## src/rtl/led_cnt_pkg.sv

```systemverilog
// Shared types and constants for the LED blink decoder: counter/divider widths,
// FSM encoding, output status bundle and the expected half-period helper.
package led_cnt_pkg;

    localparam int unsigned CNT_W = 28;
    localparam int unsigned DIV_W = 5;

    typedef logic [CNT_W-1:0] cnt_t;
    typedef logic [DIV_W-1:0] div_t;

    localparam cnt_t        CNT_1S  = 28'h5F5E100;
    localparam int unsigned DIV_MAX = 20;

    typedef enum logic [1:0] {
        WAIT_FIRST,
        MEASURE,
        SEARCH
    } state_t;

    typedef struct packed {
        cnt_t half_period;
        div_t div;
        logic div_valid;
        logic locked;
        logic err;
        logic stall;
        logic overrun;
    } status_t;

    // Half-period produced by the blinker at divider d; only ever called with constant d.
    function automatic cnt_t exp_half(div_t d, cnt_t base = CNT_1S);
        return base / cnt_t'(d) + cnt_t'(1);
    endfunction

endpackage

```

## src/rtl/led_blink_decoder_if.sv

```systemverilog
// Monitored LED line plus decoder status outputs; the decoder is the slave side.
interface led_blink_decoder_if;
    import led_cnt_pkg::*;

    logic led_i;
    cnt_t half_period_o;
    div_t div_o;
    logic div_valid_o;
    logic locked_o;
    logic err_o;
    logic stall_o;
    logic overrun_o;

    modport master (
        output led_i,
        input  half_period_o, div_o, div_valid_o, locked_o, err_o, stall_o, overrun_o
    );

    modport slave (
        input  led_i,
        output half_period_o, div_o, div_valid_o, locked_o, err_o, stall_o, overrun_o
    );

endinterface

```

## src/rtl/led_edge_sync.sv

```systemverilog
// Synchronizer chain for the asynchronous LED line plus any-edge detection.
module led_edge_sync #(
    parameter int unsigned SYNC_STAGES = 2
) (
    input  logic clk,
    input  logic rst,
    input  logic din,
    output logic edge_c
);

    logic [SYNC_STAGES-1:0] sync_q;
    logic                   prev_q;

    always_ff @(posedge clk) begin
        if (rst) begin
            sync_q <= '0;
            prev_q <= 1'b0;
        end else begin
            sync_q <= {sync_q[SYNC_STAGES-2:0], din};
            prev_q <= sync_q[SYNC_STAGES-1];
        end
    end

    assign edge_c = sync_q[SYNC_STAGES-1] ^ prev_q;

endmodule

```

## src/rtl/led_blink_decoder.sv

```systemverilog
// Measures the LED toggle-to-toggle interval and searches dividers 1..DIV_MAX
// (lowest first, one per cycle) for the blinker setting that produced it.
module led_blink_decoder #(
    parameter logic [27:0] CNT_1S      = led_cnt_pkg::CNT_1S,
    parameter int unsigned DIV_MAX     = led_cnt_pkg::DIV_MAX,
    parameter int unsigned TOL         = 4,
    parameter int unsigned SYNC_STAGES = 2,
    parameter logic [27:0] TIMEOUT     = 28'hBEBC200
) (
    input  logic               clk100,
    input  logic               rst,
    led_blink_decoder_if.slave bus
);
    import led_cnt_pkg::*;

    localparam cnt_t TOL_C = cnt_t'(TOL);

    logic    edge_c;
    logic    timeout_c;
    logic    match_c;
    cnt_t    exp_c;
    cnt_t    diff_c;
    cnt_t    cnt_q;
    state_t  state_q, state_n;
    div_t    d_q, d_n;
    status_t st_q, st_n;

    led_edge_sync #(
        .SYNC_STAGES(SYNC_STAGES)
    ) u_sync (
        .clk   (clk100),
        .rst   (rst),
        .din   (bus.led_i),
        .edge_c(edge_c)
    );

    // Interval counter: restarts at 1 on every edge, parks at TIMEOUT.
    always_ff @(posedge clk100) begin
        if (rst) begin
            cnt_q <= '0;
        end else if (edge_c) begin
            cnt_q <= cnt_t'(1);
        end else if (cnt_q != TIMEOUT) begin
            cnt_q <= cnt_q + cnt_t'(1);
        end
    end

    assign timeout_c = (cnt_q == TIMEOUT);

    // Expected values fold to constants per divider; the loop becomes a small mux.
    always_comb begin
        exp_c = '0;
        for (int unsigned i = 1; i <= DIV_MAX; i++) begin
            if (d_q == div_t'(i)) begin
                exp_c = exp_half(div_t'(i), CNT_1S);
            end
        end
        diff_c  = (st_q.half_period >= exp_c) ? (st_q.half_period - exp_c)
                                              : (exp_c - st_q.half_period);
        match_c = (diff_c <= TOL_C);
    end

    always_ff @(posedge clk100) begin
        if (rst) begin
            state_q <= WAIT_FIRST;
            d_q     <= '0;
            st_q    <= '0;
        end else begin
            state_q <= state_n;
            d_q     <= d_n;
            st_q    <= st_n;
        end
    end

    // Edge beats timeout, timeout beats the compare result.
    always_comb begin
        state_n    = state_q;
        d_n        = d_q;
        st_n       = st_q;
        st_n.err     = 1'b0;
        st_n.overrun = 1'b0;

        unique case (state_q)
            WAIT_FIRST: begin
                if (edge_c) begin
                    st_n.stall = 1'b0;
                    state_n    = MEASURE;
                end
            end
            MEASURE: begin
                if (edge_c) begin
                    st_n.half_period = cnt_q;
                    d_n              = div_t'(1);
                    state_n          = SEARCH;
                end else if (timeout_c) begin
                    st_n.stall     = 1'b1;
                    st_n.div_valid = 1'b0;
                    st_n.locked    = 1'b0;
                    state_n        = WAIT_FIRST;
                end
            end
            SEARCH: begin
                if (edge_c) begin
                    st_n.half_period = cnt_q;
                    st_n.overrun     = 1'b1;
                    d_n              = div_t'(1);
                end else if (timeout_c) begin
                    st_n.stall     = 1'b1;
                    st_n.div_valid = 1'b0;
                    st_n.locked    = 1'b0;
                    state_n        = WAIT_FIRST;
                end else if (match_c) begin
                    st_n.div       = d_q;
                    st_n.div_valid = 1'b1;
                    st_n.locked    = st_q.div_valid && (st_q.div == d_q);
                    state_n        = MEASURE;
                end else if (d_q == div_t'(DIV_MAX)) begin
                    st_n.err       = 1'b1;
                    st_n.div_valid = 1'b0;
                    st_n.locked    = 1'b0;
                    state_n        = MEASURE;
                end else begin
                    d_n = d_q + div_t'(1);
                end
            end
            default: state_n = WAIT_FIRST;
        endcase
    end

    assign bus.half_period_o = st_q.half_period;
    assign bus.div_o         = st_q.div;
    assign bus.div_valid_o   = st_q.div_valid;
    assign bus.locked_o      = st_q.locked;
    assign bus.err_o         = st_q.err;
    assign bus.stall_o       = st_q.stall;
    assign bus.overrun_o     = st_q.overrun;

endmodule
```

## src/flat_wrapper.sv

```systemverilog
// flat-port wrapper written by rule: the top's interface ports become plain ports
module led_blink_decoder_flat import led_cnt_pkg::*;
#(
    parameter logic [27:0] CNT_1S      = led_cnt_pkg::CNT_1S,
    parameter int unsigned DIV_MAX     = led_cnt_pkg::DIV_MAX,
    parameter int unsigned TOL         = 4,
    parameter int unsigned SYNC_STAGES = 2,
    parameter logic [27:0] TIMEOUT     = 28'hBEBC200
)
  (clk100, rst, bus_led_i, bus_half_period_o, bus_div_o, bus_div_valid_o, bus_locked_o, bus_err_o, bus_stall_o, bus_overrun_o);
  led_blink_decoder_if bus_i ();
  input  logic clk100;
  input  logic rst;
  input wire logic [$bits(bus_i.led_i)-1:0] bus_led_i;
  output wire logic [$bits(bus_i.half_period_o)-1:0] bus_half_period_o;
  output wire logic [$bits(bus_i.div_o)-1:0] bus_div_o;
  output wire logic [$bits(bus_i.div_valid_o)-1:0] bus_div_valid_o;
  output wire logic [$bits(bus_i.locked_o)-1:0] bus_locked_o;
  output wire logic [$bits(bus_i.err_o)-1:0] bus_err_o;
  output wire logic [$bits(bus_i.stall_o)-1:0] bus_stall_o;
  output wire logic [$bits(bus_i.overrun_o)-1:0] bus_overrun_o;
  assign bus_i.led_i = bus_led_i;
  assign bus_half_period_o = bus_i.half_period_o;
  assign bus_div_o = bus_i.div_o;
  assign bus_div_valid_o = bus_i.div_valid_o;
  assign bus_locked_o = bus_i.locked_o;
  assign bus_err_o = bus_i.err_o;
  assign bus_stall_o = bus_i.stall_o;
  assign bus_overrun_o = bus_i.overrun_o;
  led_blink_decoder #(.CNT_1S(CNT_1S), .DIV_MAX(DIV_MAX), .TOL(TOL), .SYNC_STAGES(SYNC_STAGES), .TIMEOUT(TIMEOUT)) u_core (.clk100(clk100), .rst(rst), .bus(bus_i));
endmodule
```

## config.mk

```make
export PLATFORM = sky130hd
export DESIGN_NAME = led_blink_decoder_flat
export DESIGN_NICKNAME = d
export VERILOG_FILES = /design/src/rtl/led_cnt_pkg.sv /design/src/rtl/led_blink_decoder_if.sv /design/src/rtl/led_edge_sync.sv /design/src/rtl/led_blink_decoder.sv /design/src/flat_wrapper.sv
export SDC_FILE = /design/constraint.sdc
export NUM_CORES = 1
export LEC_CHECK = 0
export CORE_UTILIZATION = 55
export DETAILED_ROUTE_END_ITERATION = 6
export PLACE_DENSITY = 0.77
export SLEW_MARGIN = 20
export SYNTH_ARGS = -nofsm -noshare
export SYNTH_HDL_FRONTEND = slang
export SYNTH_HIERARCHICAL = 1
export SYNTH_SLANG_ARGS = --single-unit
export TNS_END_PERCENT = 100
```

## constraint.sdc

```tcl
create_clock -name clk100 -period 5.2 [get_ports clk100]
set_input_delay 1.04 -clock clk100 [delete_from_list [all_inputs] [get_ports clk100]]
set_output_delay 1.04 -clock clk100 [all_outputs]
set_load 0.05 [all_outputs]
```

Yosys cells after proc, flatten, opt, wreduce, memory -nomap -nowiden
Index checks and enable logic that the tools add are counted.
W data, S select, Z words.
{ "word_totals": {"reg_bits": 76, "inputBits": 3} }
{ "classes": {"muxes": 50, "n_lt_le_gt_ge": 2, "n_eq_ne": 35, "add_sub_neg": 4, "bitwise_logic": 4, "reduce_logical": 15} }
{ "ops": {"columns": ["operator", "n"], "rows": [
  ["$mux W27", 20],
  ["$eq A5 B4 Y1 const B", 8],
  ["$add A28 B1 Y28 const B", 1],
  ["$eq A28 B28 Y1 const B", 1],
  ["$ge A28 B27 Y1", 1],
  ["$le A28 B3 Y1 const B", 1],
  ["$mux W28", 1],
  ["$ne A28 B28 Y1 const B", 1],
  ["$sub A27 B28 Y28", 1],
  ["$sub A28 B27 Y28", 1],
  ["$eq A5 B5 Y1 const B", 5],
  ["$mux W5", 5],
  ["$eq A5 B3 Y1 const B", 4],
  ["$mux W2", 10],
  ["$reduce_and A4 Y1", 3],
  ["$eq A5 B2 Y1 const B", 2],
  ["$pmux W5 S2", 1],
  ["$reduce_and A5 Y1", 2],
  ["$ne A3 B2 Y1 const B", 3],
  ["$mux W1", 8],
  ["$ne A2 B1 Y1 const B", 3],
  ["$pmux W2 S3", 1],
  ["$reduce_or A2 Y1", 3],
  ["$add A5 B1 Y5 const B", 1],
  ["other kinds (19)", 23]
]} }

Depth between registers and ports, before layout
Gate-level depths: netlist (run 1).
{ "depth": {"word_depth": 28, "mapped_depth": 27, "mapped_depth_nobuf": 23} }

By module
Netlist (run 1), hierarchy kept.
{ "by_module_without_submodules": {"columns": ["mod", "instances", "area_per_inst_um2", "cells_each", "seq_area_each_um2"], "rows": [
  ["led_blink_decoder", 1, 7778.7, 1138, 1461.4],
  ["led_edge_sync", 1, 87.6, 7, 60.1]
]} }

Least setup slack after synthesis (run 1)
No wires, ideal clock.
{ "synth_timing": {"path_kind": "register to register", "start": "register u_core.d_q[0]", "end": "register u_core.state_q[0]", "arrival_time_ns": 5.480, "path_buffers": 5, "path_stages_with_launch": 24, "period_less_slack_ns": 5.601, "slack_ns": -0.401, "t_required_ns": 5.079, "path_cell_list": "dfxtp_1 -> ha_1 -> clkbuf_1 -> clkbuf_1 -> and3_1 -> ha_1 -> clkbuf_1 -> a21oi_1 -> clkbuf_1 -> o21ai_0 -> or2_2 -> ha_1 -> buf_2 -> a21oi_1 -> o21ai_0 -> a221oi_1 -> mux2_2 -> nor4_1 -> nand4_1 -> or4_4 -> a21boi_2 -> nand4b_2 -> o2bb2ai_2 -> mux2_4"} }
{ "synth_via": {"elab_chain_cells": 28, "word_cells_on_any_way": 51, "classes_between": "add/sub: 2; order compare: 2; eq/ne: 21; mux: 25; reduce/logical: 1"} }
{ "synth_rtl": {"columns": ["item", "line_no", "rtl"], "rows": [
  ["start, declared", "led_blink_decoder.sv:25", "div_t d_q, d_n;"],
  ["start signal, assigned", "led_blink_decoder.sv:70", "d_q <= d_n;"],
  ["$eq A5 B1 Y1", "led_blink_decoder.sv:54", "if (d_q == div_t'(i)) begin"],
  ["$mux W27 (20 in series)", "led_blink_decoder.sv:54", null],
  ["$sub A27 B28 Y28, or another cell as far along", "led_blink_decoder.sv:59", ": (exp_c - st_q.half_period);"],
  ["$mux W28", "led_blink_decoder.sv:58", "diff_c = (st_q.half_period >= exp_c) ? (st_q.half_period - exp_c)"],
  ["$le A28 B3 Y1", "led_blink_decoder.sv:60", "match_c = (diff_c <= TOL_C);"],
  ["$mux W2", "led_blink_decoder.sv:112", "end else if (match_c) begin"],
  ["$mux W2", "led_blink_decoder.sv:107", "end else if (timeout_c) begin"],
  ["$mux W2", "led_blink_decoder.sv:103", "if (edge_c) begin"],
  ["$pmux W2 S3", "led_blink_decoder.sv:83", "unique case (state_q)"],
  ["end signal, assigned", "led_blink_decoder.sv:69", "state_q <= state_n;"],
  ["end, declared", "led_blink_decoder.sv:24", "state_t state_q, state_n;"]
]} }
Several ways; a longest one is shown, not always the timed one. The select of a mux whose other input is x is not followed.
A chain may end at the register's enable or synchronous reset.

Worst setup path in the final report (run 1)
{ "layout_timing": {"start": "register u_core.d_q[0]", "end": "register u_core.d_q[1]"} }
{ "layout_via": {"elab_chain_cells": 26, "word_cells_on_any_way": 54, "classes_between": "add/sub: 3; order compare: 2; eq/ne: 22; mux: 26; reduce/logical: 1"} }
{ "layout_rtl": {"columns": ["item", "line_no"], "rows": [
  ["$eq A5 B1 Y1", "led_blink_decoder.sv:54"],
  ["$mux W27 (20 in series)", "led_blink_decoder.sv:54"],
  ["$sub A27 B28 Y28, or another cell as far along", "led_blink_decoder.sv:59"],
  ["$mux W28", "led_blink_decoder.sv:58"],
  ["$le A28 B3 Y1", "led_blink_decoder.sv:60"],
  ["$ne A3 B2 Y1 (no line)", null],
  ["$reduce_and A5 Y1 (no line)", null]
]} }
Several ways; a longest one is shown, not always the timed one. The select of a mux whose other input is x is not followed.

==> results.yml, run 1 <==
outcome:
  status: "finished, violations left"
  violations: "setup timing"
sta:
  period_share: 1.025
  finalSetupViolations: 12
  finalHoldViolations: 0
  rsz0062_at_grt: "yes"
  fmax_ghz: 0.1876
  finalClockSkew_ps: 5.509
  slew_viol_final: 0
  setup_tns_ps: -861.5
  tightest_slew_ps: 1060
  whs_ps: 453.7
  finalWorstSetupSlack_ps: -131.5
  post-route-min-period_ps: 5331
  slew_headroom: 0.2919
setup_path:
  rrSetupSlack_ps: -130
  path_class: "reg2reg"
  cpMaxStageDelayCell: "or4_4"
  required_ps: 5430
  startpoint: "u_core/d_q[0]"
  cp_max_fo: 6
  cp_top_family: "simple AND/OR/NAND/NOR gates"
  setup.worst_path.start_class: "register"
  timing.rr.end: "u_core/d_q[1]"
  path_buf_inv: 6
  endpoint: "u_core/d_q[1]"
  worstRegToRegCells: 26
  cpPeakStageDelay_ps: 590
  crit_cells: 26
  crit-reg2reg-launch: "u_core/d_q[0]"
  crit_top_cell: "buf_6"
  worstSetupEndpointType: "register"
  arrival_ps: 5560
cts:
  numCtsBuffers: 9
  cts_hold_buf: 0
  clock-root-buffer: "clkbuf_16"
  htreeDepth: 3
  tritoncts: "yes"
  clock_sink_count: 76
  clockBufferDepth: 2
  clkLatencyLatePin_ps: 340
  clkTransAtPathRegs_ps: 60
pwr:
  p_clk_frac: 0.139
  seq_power_share: 0.136
  combPwrFrac: 0.725
  p_int_mw: 2.512
  power_density_mw_per_mm2: 388.1
  swShare: 0.4353
  p_switching_mw: 1.936
  peakVddDrop_uv: 296.4
  power.leakage_nw: 5.195
floorplanning:
  die_area_mm2: 0.01478
  io_pins: 41
  row_count: 43
  core_mm2: 0.01393
  die_h_um: 121.6
  dieWidth_um: 121.6
  start_util: 0.5645
detailed_routing:
  drt-total-wl_mm: 32.78
  drt_iter0_markers: 1120
  via_count: 10192
  drt_pass1_iterations: 6
  antenna_left: 0
  drc: 0
  routed_via_density: 6.374
  wire_per_inst_um: 20.50
logic_synthesis:
  synth_edf_count: 0
  syn-instance-count: 1145
  ys_warn_count: 6
  async_reset_ff_frac: 0
  ys_types: 82
  synth_ff_type: "dfxtp_1"
  synth_area_leaders: "dfxtp_1 (19%), ha_1 (10%), nand2_1 (8.5%), a21oi_1 (8.1%), o21ai_0 (5.2%)"
  synth_fp_nets: 1213
  syn_area_mm2: 0.007866
  synth.largest_area_cell: "dfxtp_1"
  yosys_register_bits: 76
  ys_seq_area_frac: 0.1934
  synth_top_cell_area_share: 0.1934
  avgSynthCellArea_um2: 6.870
hold_path:
  hp-class: "reg2reg"
finish:
  area_delta_synth_final_pct: 45.71
  final_area_mm2: 0.01146
  layout-drive-gt1-share: 0.3228
  layout.cells.non_filler: 1599
  antenna_cells: 0
  fin_nets: 1482
grt:
  grt_util_all_layers: 0.4083
  grt-ovfl-total: 0
  grt_first_pass_wirelength_mm: 46.93
  grt_max_degree: 31
  grt_pass1_vias: 9098
  antenna_found_initial: 0
run:
  cap_violations: 0
placement:
  port_buffers: 40
  dp_cells: 1553
  dp_hpwl_mm: 23.47
  postPlaceCellArea_mm2: 0.01009
  place_congestion: 1.029
-- Yosys cell counts, types with 4 or more instances --
master	count
a221oi_1	4
o21ai_0	81
a21boi_0	7
dfxtp_1	76
o31ai_1	8
a31oi_1	11
nand4_1	24
nor2_1	93
o21a_1	10
or3_1	12
buf_2	14
a21o_1	12
a211oi_1	9
nor2b_1	14
nor4_1	8
o221ai_1	5
o21bai_1	9
xor2_1	36
mux2i_1	11
a211o_1	4
inv_1	79
clkbuf_1	33
buf_1	6
xnor2_1	21
nand2_1	178
and4_1	6
nor3_1	20
ha_1	65
or2_2	6
nand2b_1	8
nand3_1	28
and2_1	13
o211ai_1	13
o21ai_1	5
a21oi_1	128
o22ai_1	6
buf_4	5
and3_1	12
-- cells by family after synthesis --
group,Yosys count,synth area share
buffers and inverters,138,0.07142
AO/OA/AOI/OAI,351,0.2784
adder cells (fa/ha/maj),65,0.1034
flip-flops,76,0.1934
XOR/XNOR,57,0.06346
multiplexers,15,0.02020
AND/OR/NAND/NOR,443,0.2698
-- layout make-up --
class                      count  area (µm²)
sequential                    76        1528
multi-input combinational    931        6594
clock inverter                 6       65.06
timing repair buffer         317        2522
clock buffer                  10       229.0
tap                          180       225.2
fill                         882        2472
inverter                      79       299.0
-- per-layer routing --
metal | track usage | vias to the layer above | routed length [µm]
met2 | 0.7028 | 652 | 15440
met3 | 0.04494 | 194 | 2387
met1 | 0.5019 | 4754 | 12800
met4 | 0.2076 | 0 | 2151
li1 | - | 4592 | -
met5 | 0 | - | 0
-- power by group through the flow --
stage	Combinational, mW	Sequential, mW	Clock [mW]
detailed placement	2.58	0.614	0
finish	3.23	0.605	0.618
global route	3.41	0.605	0.644
CTS	2.77	0.603	0.621
global placement	2.57	0.614	0
floorplan	1.54	0.615	0
-- state kept, by name, indices dropped and copies added, names as in the netlist --
register                  cells
u_core/bus.div_o              5
u_core/bus.half_period_o     28
u_core/bus.div_valid_o        1
u_core/bus.stall_o            1
u_core/d_q                    5
u_core/u_sync/sync_q          2
u_core/bus.locked_o           1
u_core/bus.overrun_o          1
u_core/state_q                2
u_core/u_sync/prev_q          1
u_core/bus.err_o              1
u_core/cnt_q                 28
-- metrics by stage --
| stage | power (mW) | worst slack, ps | utilization |
|---|---|---|---|
| 2_1_floorplan | 2.155 | 3.478 | - |
| 3_3_place_gp | 3.185 | -236.6 | 0.7243 |
| 3_5_place_dp | 3.196 | -289.0 | 0.7243 |
| 4_1_cts | 3.991 | 6.203 | 0.7625 |
| 5_1_grt | 4.656 | -243.2 | 0.8226 |
| 6_report | 4.449 | -131.5 | 0.8226 |
-- worst min-delay path by stage --
stage	startpoint	to	slack, ps	cells past startpoint
after floorplan	u_core/u_sync/sync_q[0]	u_core/u_sync/sync_q[1]	410	1
after global placement	u_core/u_sync/sync_q[0]	u_core/u_sync/sync_q[1]	440	1
after detailed placement	u_core/u_sync/sync_q[0]	u_core/u_sync/sync_q[1]	430	1
after CTS	u_core/u_sync/sync_q[0]	u_core/u_sync/sync_q[1]	460	1
after global routing	u_core/u_sync/sync_q[0]	u_core/u_sync/sync_q[1]	470	1
final	u_core/u_sync/sync_q[0]	u_core/u_sync/sync_q[1]	450	1
-- what timing repair did --
action / CTS / global route
pin swaps: 11 / 52
gates resized for setup: 52 / 156
gates cloned: 0 / 1
buffers inserted: 3 / 27
setup endpoints to repair: 15 / 15
-- layout by cell type (no fill, tap or decap), drive strengths merged, types with 15 or more instances in the layout --
cell and instances:
nor2b 15, nor3 20, xor2 36, inv 79
nand4 25, nor2 93, dfxtp 76, clkdlybuf4s50 40
nand2 178, ha 65, buf 277, o21ai 86
nand3 28, xnor2 21, a21oi 130
No activity file was read; power rests on OpenSTA's default activity.
==> run 2: changes to the inputs <==
--- a/config.mk
+++ b/config.mk
@@ -5,9 +5,11 @@
 export SDC_FILE = /design/constraint.sdc
 export NUM_CORES = 1
 export LEC_CHECK = 0
+export ABC_AREA = 0
 export CORE_UTILIZATION = 55
 export DETAILED_ROUTE_END_ITERATION = 6
 export PLACE_DENSITY = 0.77
+export SETUP_SLACK_MARGIN = 0.4
 export SLEW_MARGIN = 20
 export SYNTH_ARGS = -nofsm -noshare
 export SYNTH_HDL_FRONTEND = slang
==> run 2 against run 1 <==
The flow now finishes without violations. Clock skew rose by 1.4 ps. Register-to-register slack improved by 180 ps. Setup slack improved by 180 ps. Core utilization fell by 0.40 points. Design area fell by 0.49%. Die area did not move. Global-route usage fell by 0.26 points. Sequential cell count did not move. Hold slack improved by 8.3 ps. Routed wire length fell by 3.0%. Critical endpoint is now u_core/d_q[3].
==> results.yml, run 2 (synthesis gave the netlist of run 1 again) <==
detailed_routing:
  drt-total-wl_mm: 31.78
  drc: 0
  drt_pass1_iterations: 6
  routed_via_density: 6.359
  via_count: 9901
  drt_iter0_markers: 1041
  antenna_left: 0
  wire_per_inst_um: 20.41
setup_path:
  path_class: "reg2reg"
  arrival_ps: 5380
  worstSetupEndpointType: "register"
  setup.worst_path.start_class: "register"
  required_ps: 5430
  cp_max_fo: 6
placement:
  place_congestion: 1.024
  dp_hpwl_mm: 23.60
  pre_cts_ws_ps: -525.4
  port_buffers: 40
cts:
  clock-root-buffer: "clkbuf_16"
  clock_sink_count: 76
  numCtsBuffers: 9
  tritoncts: "yes"
  clkTransAtPathRegs_ps: 60
  clockBufferDepth: 2
  htreeDepth: 3
  clkLatencyLatePin_ps: 340
hold_path:
  hp-class: "reg2reg"
grt:
  antenna_found_initial: 0
  grt_first_pass_wirelength_mm: 46.42
  grt_pass1_vias: 9094
  grt_util_all_layers: 0.4056
  grt_max_degree: 31
  grt-ovfl-total: 0
pwr:
  peakVddDrop_uv: 276.5
  power.leakage_nw: 5.060
  power_density_mw_per_mm2: 403.6
finish:
  final_cell_mix: "buf_4 (223), nand2_1 (162), a21oi_1 (98), inv_1 (74), nor2_1 (74)"
  area_delta_synth_final_pct: 45.00
  fin_util: 0.8185
  layout-drive-gt1-share: 0.3217
  fin_nets: 1440
  antenna_cells: 0
  final_common_cell: "buf_4"
floorplanning:
  core_mm2: 0.01393
  io_pins: 41
  start_util: 0.5645
  die_h_um: 121.6
  die_area_mm2: 0.01478
  dieWidth_um: 121.6
  row_count: 43
sta:
  post-route-min-period_ps: 5151
  slew_headroom: 0.3317
  finalWorstSetupSlack_ps: 49.38
  finalClockSkew_ps: 6.946
  fmax_ghz: 0.1942
  rsz0062_at_grt: "yes"
  finalSetupViolations: 0
  period_share: 0.9905
  slew_viol_final: 0
  finalHoldViolations: 0
  whs_ps: 462.0
  tightest_slew_ps: 1000
run:
  cap_violations: 0
outcome:
  status: "completed"
-- run 2: cell types whose count changed in the layout (fill, tap and decap cells not counted), moves of 4 or more --
cell and delta:
o21ai_1 +8, nand2_1 -6, a21oi_2 +5, nor2_1 -9, nor2_2 +8, buf_4 -42
ha_2 -4, ha_4 +6, o21ai_0 -9
-- run 2: layout make-up --
type / count / area [µm²]
clock buffer: 9 / 225.2
sequential: 76 / 1538
fill: 918 / 2529
multi-input combinational: 931 / 6788
timing repair buffer: 275 / 2210
tap: 180 / 225.2
clock inverter: 7 / 121.4
inverter: 79 / 299.0
-- run 2: path summary, 6_finish.rpt --
kind                              to  depth (start not counted)  slack [ps]                     from
max                    u_core/d_q[3]                         22          50            u_core/d_q[1]
min          u_core/u_sync/sync_q[1]                          1         460  u_core/u_sync/sync_q[0]
max reg2reg            u_core/d_q[3]                         22          50            u_core/d_q[1]
min reg2reg  u_core/u_sync/sync_q[1]                          1         460  u_core/u_sync/sync_q[0]
-- run 2: routing by layer --
metal | vias to the layer above | share of wire | global-route usage
met4 | 0 | 0.064 | 0.2454
met1 | 4635 | 0.39 | 0.4941
met5 | - | 0 | 0
met2 | 597 | 0.47 | 0.6786
li1 | 4510 | - | -
met3 | 159 | 0.075 | 0.05431
-- run 2: worst max-delay path: stages (launching register included) --
cell and delay (ps):
dfxtp_4 370, ha_4 190, and3_1 210, ha_4 180, a21oi_4 200, buf_6 140
nand3_1 70, or4_4 590, ha_4 190, a21o_1 180, a211o_1 300, a41oi_2 270
o221ai_2 170, or2_4 320, buf_6 140, buf_6 110, mux2i_2 180, xor2_1 310
a21oi_2 80, buf_4 150, nand4b_4 130, nand3_1 200, o41ai_1 350
-- run 2: through the flow --
stage | TNS, ps | instance area, µm² | std cells | power (mW)
3_3_place_gp | -5285 | 9877 | 1505 | 3.095
5_1_grt | -144.8 | 11410 | 1557 | 4.790
3_5_place_dp | -6145 | 9877 | 1505 | 3.124
4_1_cts | 0 | 10740 | 1535 | 4.076
2_1_floorplan | 0 | 8092 | 1145 | 2.234
6_report | 0 | 11410 | 1557 | 4.603
-- run 2: what timing repair did --
| action | CTS | global route |
|---|---|---|
| setup endpoints to repair | 15 | 15 |
| pin swaps | 41 | 54 |
| hold buffers | 0 | 0 |
| setup buffers | 14 | 22 |
| resized for setup | 99 | 121 |
-- run 2: power by group --
part | internal (mW) | leakage (nW) | switching [mW] | total, mW
clock network | 0.472 | 0.170 | 0.251 | 0.723
logic | 1.54 | 4.27 | 1.73 | 3.27
registers | 0.592 | 0.617 | 0.0139 | 0.606
total | 2.60 | 5.06 | 2.00 | 4.60
==> run 3: changes to the inputs <==
--- a/config.mk
+++ b/config.mk
@@ -8,7 +8,8 @@
 export ABC_AREA = 0
 export CORE_UTILIZATION = 55
 export DETAILED_ROUTE_END_ITERATION = 6
-export PLACE_DENSITY = 0.77
+export DONT_BUFFER_PORTS = 1
+export PLACE_DENSITY = 0.73
 export SETUP_SLACK_MARGIN = 0.4
 export SLEW_MARGIN = 20
 export SYNTH_ARGS = -nofsm -noshare
==> run 3 against run 2 <==
The run now ends with DRC left. Combinational power is 5% lower. Critical path type unchanged. Routed wire length down 2.5%. Global-route usage up 1.2 points. Largest power group unchanged.
==> results.yml, run 3 (synthesis gave the netlist of run 1 again) <==
outcome:
  status: "finished, violations left"
  violations: "DRC"
sta:
  tightest_slew_ps: 1070
  period_share: 0.9984
  rsz0062_at_grt: "yes"
  finalHoldViolations: 0
  finalSetupViolations: 0
  finalWorstSetupSlack_ps: 8.484
  fmax_ghz: 0.1926
  post-route-min-period_ps: 5192
  slew_headroom: 0.2850
  finalClockSkew_ps: 12.36
  slew_viol_final: 0
  setup_tns_ps: 0
grt:
  grt_pass1_vias: 9111
  grt_first_pass_wirelength_mm: 47.85
  grt-ovfl-total: 0
  antenna_found_initial: 0
  grt_util_all_layers: 0.4178
  grt_max_degree: 42
finish:
  fin_util: 0.7629
  layout-drive-gt1-share: 0.2906
  final_common_cell: "buf_4"
  final_cell_mix: "buf_4 (215), nand2_1 (172), a21oi_1 (109), nor2_1 (78), inv_1 (76)"
  fin_nets: 1388
  final_area_mm2: 0.01063
  fillers: 1073
  area_delta_synth_final_pct: 35.14
  antenna_cells: 0
pwr:
  power_density_mw_per_mm2: 412.5
  swShare: 0.4416
  p_clk_frac: 0.155
  combPwrFrac: 0.707
  power.leakage_nw: 4.802
  p_int_mw: 2.448
  p_switching_mw: 1.936
  seq_power_share: 0.139
  peakVddDrop_uv: 277.9
  p_total_mw: 4.385
floorplanning:
  core_mm2: 0.01393
  die_area_mm2: 0.01478
  dieWidth_um: 121.6
  die_h_um: 121.6
  io_pins: 41
  row_count: 43
  start_util: 0.5645
hold_path:
  hp-class: "reg2reg"
setup_path:
  path_class: "reg2reg"
  cp_max_fo: 7
  setup.worst_path.start_class: "register"
  required_ps: 5430
  arrival_ps: 5420
  worstSetupEndpointType: "register"
cts:
  htreeDepth: 3
  clock-root-buffer: "clkbuf_16"
  clkTransAtPathRegs_ps: 70
  clockBufferDepth: 2
  clkLatencyLatePin_ps: 340
  clock_sink_count: 76
  numCtsBuffers: 9
  tritoncts: "yes"
detailed_routing:
  drc: 22
  routed_via_density: 6.413
  wire_per_inst_um: 20.58
  drt_iter0_markers: 1329
  drt-total-wl_mm: 30.98
  antenna_left: 0
  via_count: 9652
  drt_pass1_iterations: 7
placement:
  pre_cts_ws_ps: -202.0
  postPlaceCellArea_mm2: 0.009429
  place_congestion: 1.060
  dp_hpwl_mm: 23.00
  port_buffers: 0
run:
  cap_violations: 0
==> run 3: timing repair <==
item	CTS	global route
pin swaps	36	23
endpoints found under the setup margin	15	15
gates cloned	0	0
resized for setup	122	31
hold buffers	0	0
setup buffers	18	14
==> run 3: layout make-up <==
cell class                      count  area [µm²]  share of cell area
Clock buffer                       10       250.2             0.02354
Timing Repair Buffer              223        1713              0.1611
Sequential cell                    76        1534              0.1443
Inverter                           79       299.0             0.02813
Tap cell                          180       225.2             0.02119
Multi-Input combinational cell    931        6536              0.6149
Clock inverter                      6       72.57            0.006827
==> run 3: path summary, 6_finish.rpt <==
check	start	end	slack [ps]	cells past startpoint
setup / recovery	u_core/d_q[0]	u_core/d_q[4]	8	25
hold / removal	u_core/u_sync/sync_q[0]	u_core/u_sync/sync_q[1]	450	1
setup reg to reg	u_core/d_q[0]	u_core/d_q[4]	8	25
hold reg to reg	u_core/u_sync/sync_q[0]	u_core/u_sync/sync_q[1]	450	1
==> run 3: critical path, stage by stage (launching register included) <==
cell and delay, ps:
dfxtp_4 390, inv_4 60, ha_4 180, or2_4 240, mux2_4 270, o21ai_4 150
nor2b_4 190, a2bb2oi_2 170, o221ai_2 120, a211oi_2 270, inv_1 120, ha_4 300
nand4_1 130, nor3_2 250, nand2_2 110, o221ai_2 230, or2_1 190, buf_4 130
buf_6 120, nand2_1 50, or4_4 500, a21oi_2 230, and4b_1 240, buf_6 150
nor4_1 60, a211o_1 230
==> run 3: power by group through the flow <==
stage               clock [mW]  combinational [mW]  sequential (mW)
floorplan                    0                1.62            0.618
global placement             0                2.41            0.619
detailed placement           0                2.43            0.620
CTS                      0.685                2.81            0.606
global route             0.707                3.28            0.608
finish                   0.679                3.10            0.608
==> run 3: routing by layer <==
metal / wire length (µm) / track usage
met1: 12550 / 0.5102
met2: 14580 / 0.7053
met3: 2312 / 0.08052
met4: 1530 / 0.1944
met5: 0 / 0
==> run 3: through the flow <==
stage                     instances  hold slack (ps)
after detailed placement       1457            432.5
after global placement         1457            441.7
after CTS                      1491            451.4
after floorplan                1145            413.8
after global routing           1505            459.0
final                          1505            449.0
